[config.mk]
export PLATFORM = sky130hd
export DESIGN_NAME = modulo_condicionador_entrada
export DESIGN_NICKNAME = d
export VERILOG_FILES = /design/src/rtl/modulo_jogo_pkg.sv /design/src/rtl/modulo_sincronizador.sv /design/src/rtl/modulo_condicionador_entrada.sv
export SDC_FILE = /design/constraint.sdc
export NUM_CORES = 1
export LEC_CHECK = 0
export CAP_MARGIN = 20
export CORE_UTILIZATION = 40
export CTS_BUF_LIST = sky130_fd_sc_hd__clkbuf_4
export DETAILED_ROUTE_END_ITERATION = 8
export GPL_TIMING_DRIVEN = 0
export SETUP_SLACK_MARGIN = 0.2
export SYNTH_ARGS = -nofsm -noshare
export SYNTH_HDL_FRONTEND = slang
export SYNTH_SLANG_ARGS = --single-unit
[constraint.sdc]
create_clock -name clk -period 1.7 [get_ports clk]
set_clock_uncertainty 0.05 [all_clocks]
set_input_delay 0.17 -clock clk [delete_from_list [all_inputs] [get_ports clk]]
set_output_delay 0.17 -clock clk [all_outputs]
set_load 0.03 [all_outputs]
[src/rtl/modulo_jogo_pkg.sv]
// Shared definitions for the game input path: debounce FSM encoding, mode codes
// and the legal coordinate window of the board.
package modulo_jogo_pkg;

    typedef enum logic [1:0] {
        IDLE      = 2'd0,
        PRESS_DEB = 2'd1,
        HELD      = 2'd2,
        REL_DEB   = 2'd3
    } deb_state_t;

    localparam logic [1:0] MODE_CLEAR    = 2'b00;
    localparam logic [1:0] MODE_ATTACK   = 2'b01;
    localparam logic [1:0] MODE_POSITION = 2'b10;
    localparam logic [1:0] MODE_STATUS   = 2'b11;

    localparam logic [2:0] ROW_MAX = 3'd6;
    localparam logic [2:0] COL_MAX = 3'd4;

    // Coordinate is {row[2:0], col[2:0]}.
    function automatic logic coord_in_range(input logic [5:0] coord);
        return (coord[5:3] <= ROW_MAX) && (coord[2:0] <= COL_MAX);
    endfunction

    function automatic logic mode_needs_coord(input logic [1:0] mode);
        return (mode == MODE_ATTACK) || (mode == MODE_POSITION);
    endfunction

endpackage

[src/rtl/modulo_sincronizador.sv]
// Multi-flop synchroniser for asynchronous switch/button inputs, with a
// per-instance reset value so idle-high signals come out of reset inactive.
module modulo_sincronizador #(
    parameter int              WIDTH   = 1,
    parameter int              STAGES  = 2,
    parameter logic [WIDTH-1:0] RST_VAL = '0
) (
    input  logic             clk,
    input  logic             clr,
    input  logic [WIDTH-1:0] d,
    output logic [WIDTH-1:0] q
);

    logic [WIDTH-1:0] stage [STAGES];

    always_ff @(posedge clk) begin
        if (clr) begin
            for (int i = 0; i < STAGES; i++) stage[i] <= RST_VAL;
        end else begin
            stage[0] <= d;
            for (int i = 1; i < STAGES; i++) stage[i] <= stage[i-1];
        end
    end

    assign q = stage[STAGES-1];

endmodule

[src/rtl/modulo_condicionador_entrada.sv]
// Input conditioning for the game: synchronises switches and the confirm button,
// debounces the button and emits one mode-strobe/coordinate event per press.
module modulo_condicionador_entrada
    import modulo_jogo_pkg::*;
#(
    parameter int DEB_CYCLES  = 50000,
    parameter int CNT_W       = 16,
    parameter int SYNC_STAGES = 2
) (
    input  logic       clk,
    input  logic       clr,
    input  logic       button_confirmation,
    input  logic [1:0] hh1,
    input  logic [5:0] hh2,
    output logic [1:0] hh1_s,
    output logic [5:0] hh2_s,
    output logic       confirm_pulse,
    output logic [3:0] sel_state,
    output logic       err_pulse,
    output logic [1:0] mode_lat,
    output logic [5:0] coord_lat,
    output logic       coord_valid,
    output logic       busy
);

    localparam logic [CNT_W-1:0] DEB_LAST = CNT_W'(DEB_CYCLES - 1);

    logic btn_s;
    logic pressed;
    deb_state_t state, state_next;
    logic [CNT_W-1:0] cnt, cnt_next;
    logic [1:0] m0, m0_next;
    logic fire;

    modulo_sincronizador #(.WIDTH(1), .STAGES(SYNC_STAGES), .RST_VAL(1'b1)) u_sync_btn (
        .clk(clk), .clr(clr), .d(button_confirmation), .q(btn_s)
    );

    modulo_sincronizador #(.WIDTH(2), .STAGES(SYNC_STAGES), .RST_VAL(2'b00)) u_sync_hh1 (
        .clk(clk), .clr(clr), .d(hh1), .q(hh1_s)
    );

    modulo_sincronizador #(.WIDTH(6), .STAGES(SYNC_STAGES), .RST_VAL(6'b0)) u_sync_hh2 (
        .clk(clk), .clr(clr), .d(hh2), .q(hh2_s)
    );

    // The press level is registered once more so the FSM sees a clean flop output.
    always_comb begin
        state_next = state;
        cnt_next   = cnt;
        m0_next    = m0;
        fire       = 1'b0;
        case (state)
            IDLE: begin
                if (pressed) begin
                    state_next = PRESS_DEB;
                    cnt_next   = '0;
                    m0_next    = hh1_s;
                end
            end
            PRESS_DEB: begin
                if (!pressed || (hh1_s != m0)) begin
                    state_next = IDLE;
                end else if (cnt == DEB_LAST) begin
                    state_next = HELD;
                    fire       = 1'b1;
                end else begin
                    cnt_next = cnt + 1'b1;
                end
            end
            HELD: begin
                if (!pressed) begin
                    state_next = REL_DEB;
                    cnt_next   = '0;
                end
            end
            REL_DEB: begin
                if (pressed) begin
                    state_next = HELD;
                end else if (cnt == DEB_LAST) begin
                    state_next = IDLE;
                end else begin
                    cnt_next = cnt + 1'b1;
                end
            end
            default: state_next = IDLE;
        endcase
    end

    always_ff @(posedge clk) begin
        if (clr) begin
            state         <= REL_DEB;
            cnt           <= '0;
            m0            <= 2'b00;
            pressed       <= 1'b0;
            confirm_pulse <= 1'b0;
            sel_state     <= 4'b0000;
            err_pulse     <= 1'b0;
            mode_lat      <= 2'b00;
            coord_lat     <= 6'b0;
            coord_valid   <= 1'b0;
            busy          <= 1'b0;
        end else begin
            state         <= state_next;
            cnt           <= cnt_next;
            m0            <= m0_next;
            pressed       <= ~btn_s;
            confirm_pulse <= fire;
            sel_state     <= 4'b0000;
            err_pulse     <= 1'b0;
            busy          <= (state_next != IDLE);
            if (fire) begin
                mode_lat    <= hh1_s;
                coord_lat   <= hh2_s;
                coord_valid <= coord_in_range(hh2_s);
                // CLEAR/STATUS act on the whole board, so the coordinate is irrelevant.
                if (!mode_needs_coord(hh1_s) || coord_in_range(hh2_s))
                    sel_state <= 4'b0001 << hh1_s;
                else
                    err_pulse <= 1'b1;
            end
        end
    end

endmodule
==> reports/metrics.csv <==
stage;metric;value;unit
route;dr_total_vias;2083;
floorplanning;start_util;41.6;%
synth;synth_top_area_share;47.8;%
place;place_inst;346;
synth;syn-num-nets;252;
route;routedWlPerCell;15.3;um
floorplanning;fp.dieArea;6070;um^2
synth;async_flop_share;0;%
layout;fill_cells;466;
run_status;violations;negative setup slack;
timing;tightestPinTransition;0.671;ns
clock_tree;cts_sinks;55;
clock_tree;clkLatencyLatePin;0.38;ns
synth;ys_seq_area_share;47.8;%
synth;yosys-top-cells-area;dfxtp_1, nor2b_1, a21oi_1, nand3_1, buf_4;
min_path;hp-class;input pin to register;
layout;multiInputGateArea;1350;um^2
timing;slew_headroom;55.3;%
route;drt_wl_total;5.96;mm
critical_path;cp.depth;7;
critical_path;crit_path_end;cnt[3];
clock_tree;clkTransAtPathRegs;0.16;ns
route;viasPerCell;5.34;
critical_path;timing.rr.start;u_sync_hh1.stage[0][3];
critical_path;cp_slowest_cell;o31a_1;
place;hpwl;3.53;mm
clock_tree;cts_tree;built;
critical_path;cp_slowest_stage_delay;0.40;ns
critical_path;cp.arrival;2.07;ns
floorplanning;die_h;77.9;um
floorplanning;core_area;5540;um^2
grt;gr-total-overflow;0;
layout;layoutNonFillerInstCount;390;
route;antenna_left;0;
timing;finalHoldViolCount;0;
synth;avgSynthCellArea;9.60;um^2
run_status;status;finished with violations;
critical_path;setup.worst_path.class;register to register;
layout;diodes;0;
route;dr.pass1.iters;4;
grt;grt_pass1_vias;1930;
min_path;hold_depth;2;
timing;setup_ws;-0.141;ns
critical_path;critPathLaunch;u_sync_hh1.stage[0][3];
layout;regArea;1120;um^2
floorplanning;rows;27;
route;drt_iter0_drc;97;
timing;fmax;543;MHz
critical_path;ff2ff_setup_slack;-0.14;ns
floorplanning;die_x;77.9;um
floorplanning;pin_count;35;
power;vdd_drop_max;0.000461;V
critical_path;worst_ep_required_time;1.93;ns
critical_path;cp_max_fo;6;
synth;synthesis.instances;240;
synth;synth.top_cells.by_count;dfxtp_1, a21oi_1, nor2b_1;
layout;utilization;64.2;%
synth;yosys_warnings;0;
power;leakagePower;1.39;nW
critical_path;cp-end-kind;register;
clock_tree;cts.path.max_buffers;2;
place;port_buffers;34;
critical_path;critPathTopFamily;compound AO/OA/AOI/OAI gates;
synth;synth.ff_latch_count;55;
layout;nNetsFinal;329;
power;p_per_area;607;nW/um^2
critical_path;ff2ff_path_depth;7;
synth;syn_area;2300;um^2
synth;yosys.area.top_type;dfxtp_1;
critical_path;path_cells;buf_6, xor2_4, o31a_1, buf_6, buf_6, o31ai_1, a21oi_2;
flow_run;drv_cap;0;
clock_tree;htreeDepth;2;
layout;syn_to_final_growth;54.3;%
clock_tree;numCtsBuffers;5;
critical_path;reg2reg_to;cnt[3];
timing;setup_viol;31;
route;drc;0;
grt;grt_max_degree;18;
place;gp_congestion;0.780;
grt;grt_pass1_wl;9.53;mm
clock_tree;ctsRootBufferMaster;clkbuf_4;
critical_path;cp_num_buf_inv;3;
synth;synth_enable_flop_cells;0;
layout;drive_gt1_share;43.1;%
timing;rsz0062_at_grt;true;
grt;antenna_found_initial;0;
timing;layout_min_cycle_time;1.84;ns
timing;fin_crit_sh;108;%
critical_path;cp_common_cell;buf_6;
critical_path;cp-start-kind;register;
timing;drv_slew;0;
synth;synth_ff_type;dfxtp_1;
synth;post-synth-top-count-cell;dfxtp_1;
grt;grt_use_total;20.3;%
synth;ys_types;46;
## worst reg2reg max path: stages, from the launching register on
cell and delay [ns]:
dfxtp_2 0.36, buf_6 0.13, xor2_4 0.15, o31a_1 0.41
buf_6 0.19, buf_6 0.13, o31ai_1 0.26, a21oi_2 0.09
## placed cells by master, fill, tap and decap left out, drive strengths merged, types with 2 or more instances in the layout
cell | Yosys | routed
nand3b | 4 | 4
clkbuf | 6 | 16
or3 | 5 | 5
or2 | 3 | 3
nand3 | 15 | 15
clkinv | 0 | 2
nor4b | 4 | 4
a21oi | 17 | 17
or4 | 8 | 8
nand2 | 13 | 13
nor2b | 16 | 16
nand4 | 6 | 6
nor2 | 4 | 4
o21ai | 13 | 13
o31ai | 5 | 5
and4 | 3 | 3
mux2i | 3 | 3
o41ai | 2 | 2
and4b | 4 | 4
dfxtp | 55 | 55
xor2 | 3 | 3
clkdlybuf4s50 | 0 | 10
clkdlybuf4s15 | 0 | 4
nor4 | 3 | 3
and3 | 3 | 3
o211ai | 7 | 7
inv | 4 | 4
buf | 18 | 53
nor3 | 2 | 2
dlygate4sd2 | 0 | 17
o22ai | 2 | 2
a31oi | 2 | 2
## layer usage
metal,part of all wire (%),vias up,wire length [um],track usage (%)
li1,-,1026,-,-
met1,48,997,2850,28.5
met2,46,52,2770,31.8
met3,4.3,8,255,2.94
met4,1.6,0,93,6.67
met5,0,-,0,0
## flip-flops by register name, summed over array words and instances, names as in the netlist
| register | flops |
|---|---|
| confirm_pulse | 1 |
| busy | 1 |
| coord_lat | 6 |
| u_sync_hh1.stage | 4 |
| err_pulse | 1 |
| pressed | 1 |
| sel_state | 4 |
| mode_lat | 2 |
| u_sync_hh2.stage | 12 |
| cnt | 16 |
| coord_valid | 1 |
| state | 2 |
| u_sync_btn.stage | 2 |
| m0 | 2 |
## per-stage QoR
| stage | power (mW) | hold slack [ns] | area, um^2 | worst slack (ns) | setup TNS (ns) |
|---|---|---|---|---|---|
| 2_1_floorplan | 1.47 | 0.224 | 2450 | -0.0386 | -0.0771 |
| 3_3_place_gp | 1.53 | 0.316 | 2880 | -0.552 | -6.50 |
| 3_5_place_dp | 1.53 | 0.318 | 2880 | -0.555 | -6.54 |
| 4_1_cts | 2.16 | 0.257 | 3350 | -0.181 | -2.08 |
| 5_1_grt | 2.24 | 0.253 | 3560 | -0.201 | -4.16 |
| 6_report | 2.16 | 0.274 | 3560 | -0.141 | -2.00 |
## kinds of logic after synthesis
family                     synth area share (%)
AOI/OAI and AO/OA                          13.6
xor gates and xnor gates                   2.17
adders and majority gates                 0.543
buffers and inverters                      7.76
DFF                                        47.8
muxes                                      1.30
and+or+nand+nor                            26.8
## power breakdown
group | internal (mW) | leakage (nW) | switching [mW]
sequential | 1.32 | 0.452 | 0.0199
combinational | 0.106 | 0.899 | 0.104
clock | 0.185 | 0.0358 | 0.426
total | 1.61 | 1.39 | 0.549
## area by class of cell
cell class                 instances  share of cell area, %
multi-input combinational        157                   38.0
sequential                        55                   31.5
timing repair buffer              70                   19.8
buffer                            24                   5.98
tap                               72                   2.53
clock buffer                       6                   1.27
clock inverter                     2                  0.492
inverter                           4                  0.422
## worst min-delay path by stage
stage,from,to,slack [ns]
2_1_floorplan,button_confirmation,u_sync_btn.stage[0][0],0.22
3_3_place_gp,u_sync_btn.stage[0][1],pressed,0.32
3_5_place_dp,u_sync_btn.stage[0][1],pressed,0.32
4_1_cts,hh2[0],u_sync_hh2.stage[0][0],0.26
5_1_grt,hh2[5],u_sync_hh2.stage[0][5],0.25
6_report,hh2[0],u_sync_hh2.stage[0][0],0.27
## what timing repair did
action	CTS	global route
endpoints found under the setup margin	58	39
hold buffers	0	0
cloned	2	2
gates resized for setup	84	34
setup buffers	23	9
pin swaps	39	23
Power figures use the tool's default switching activity.
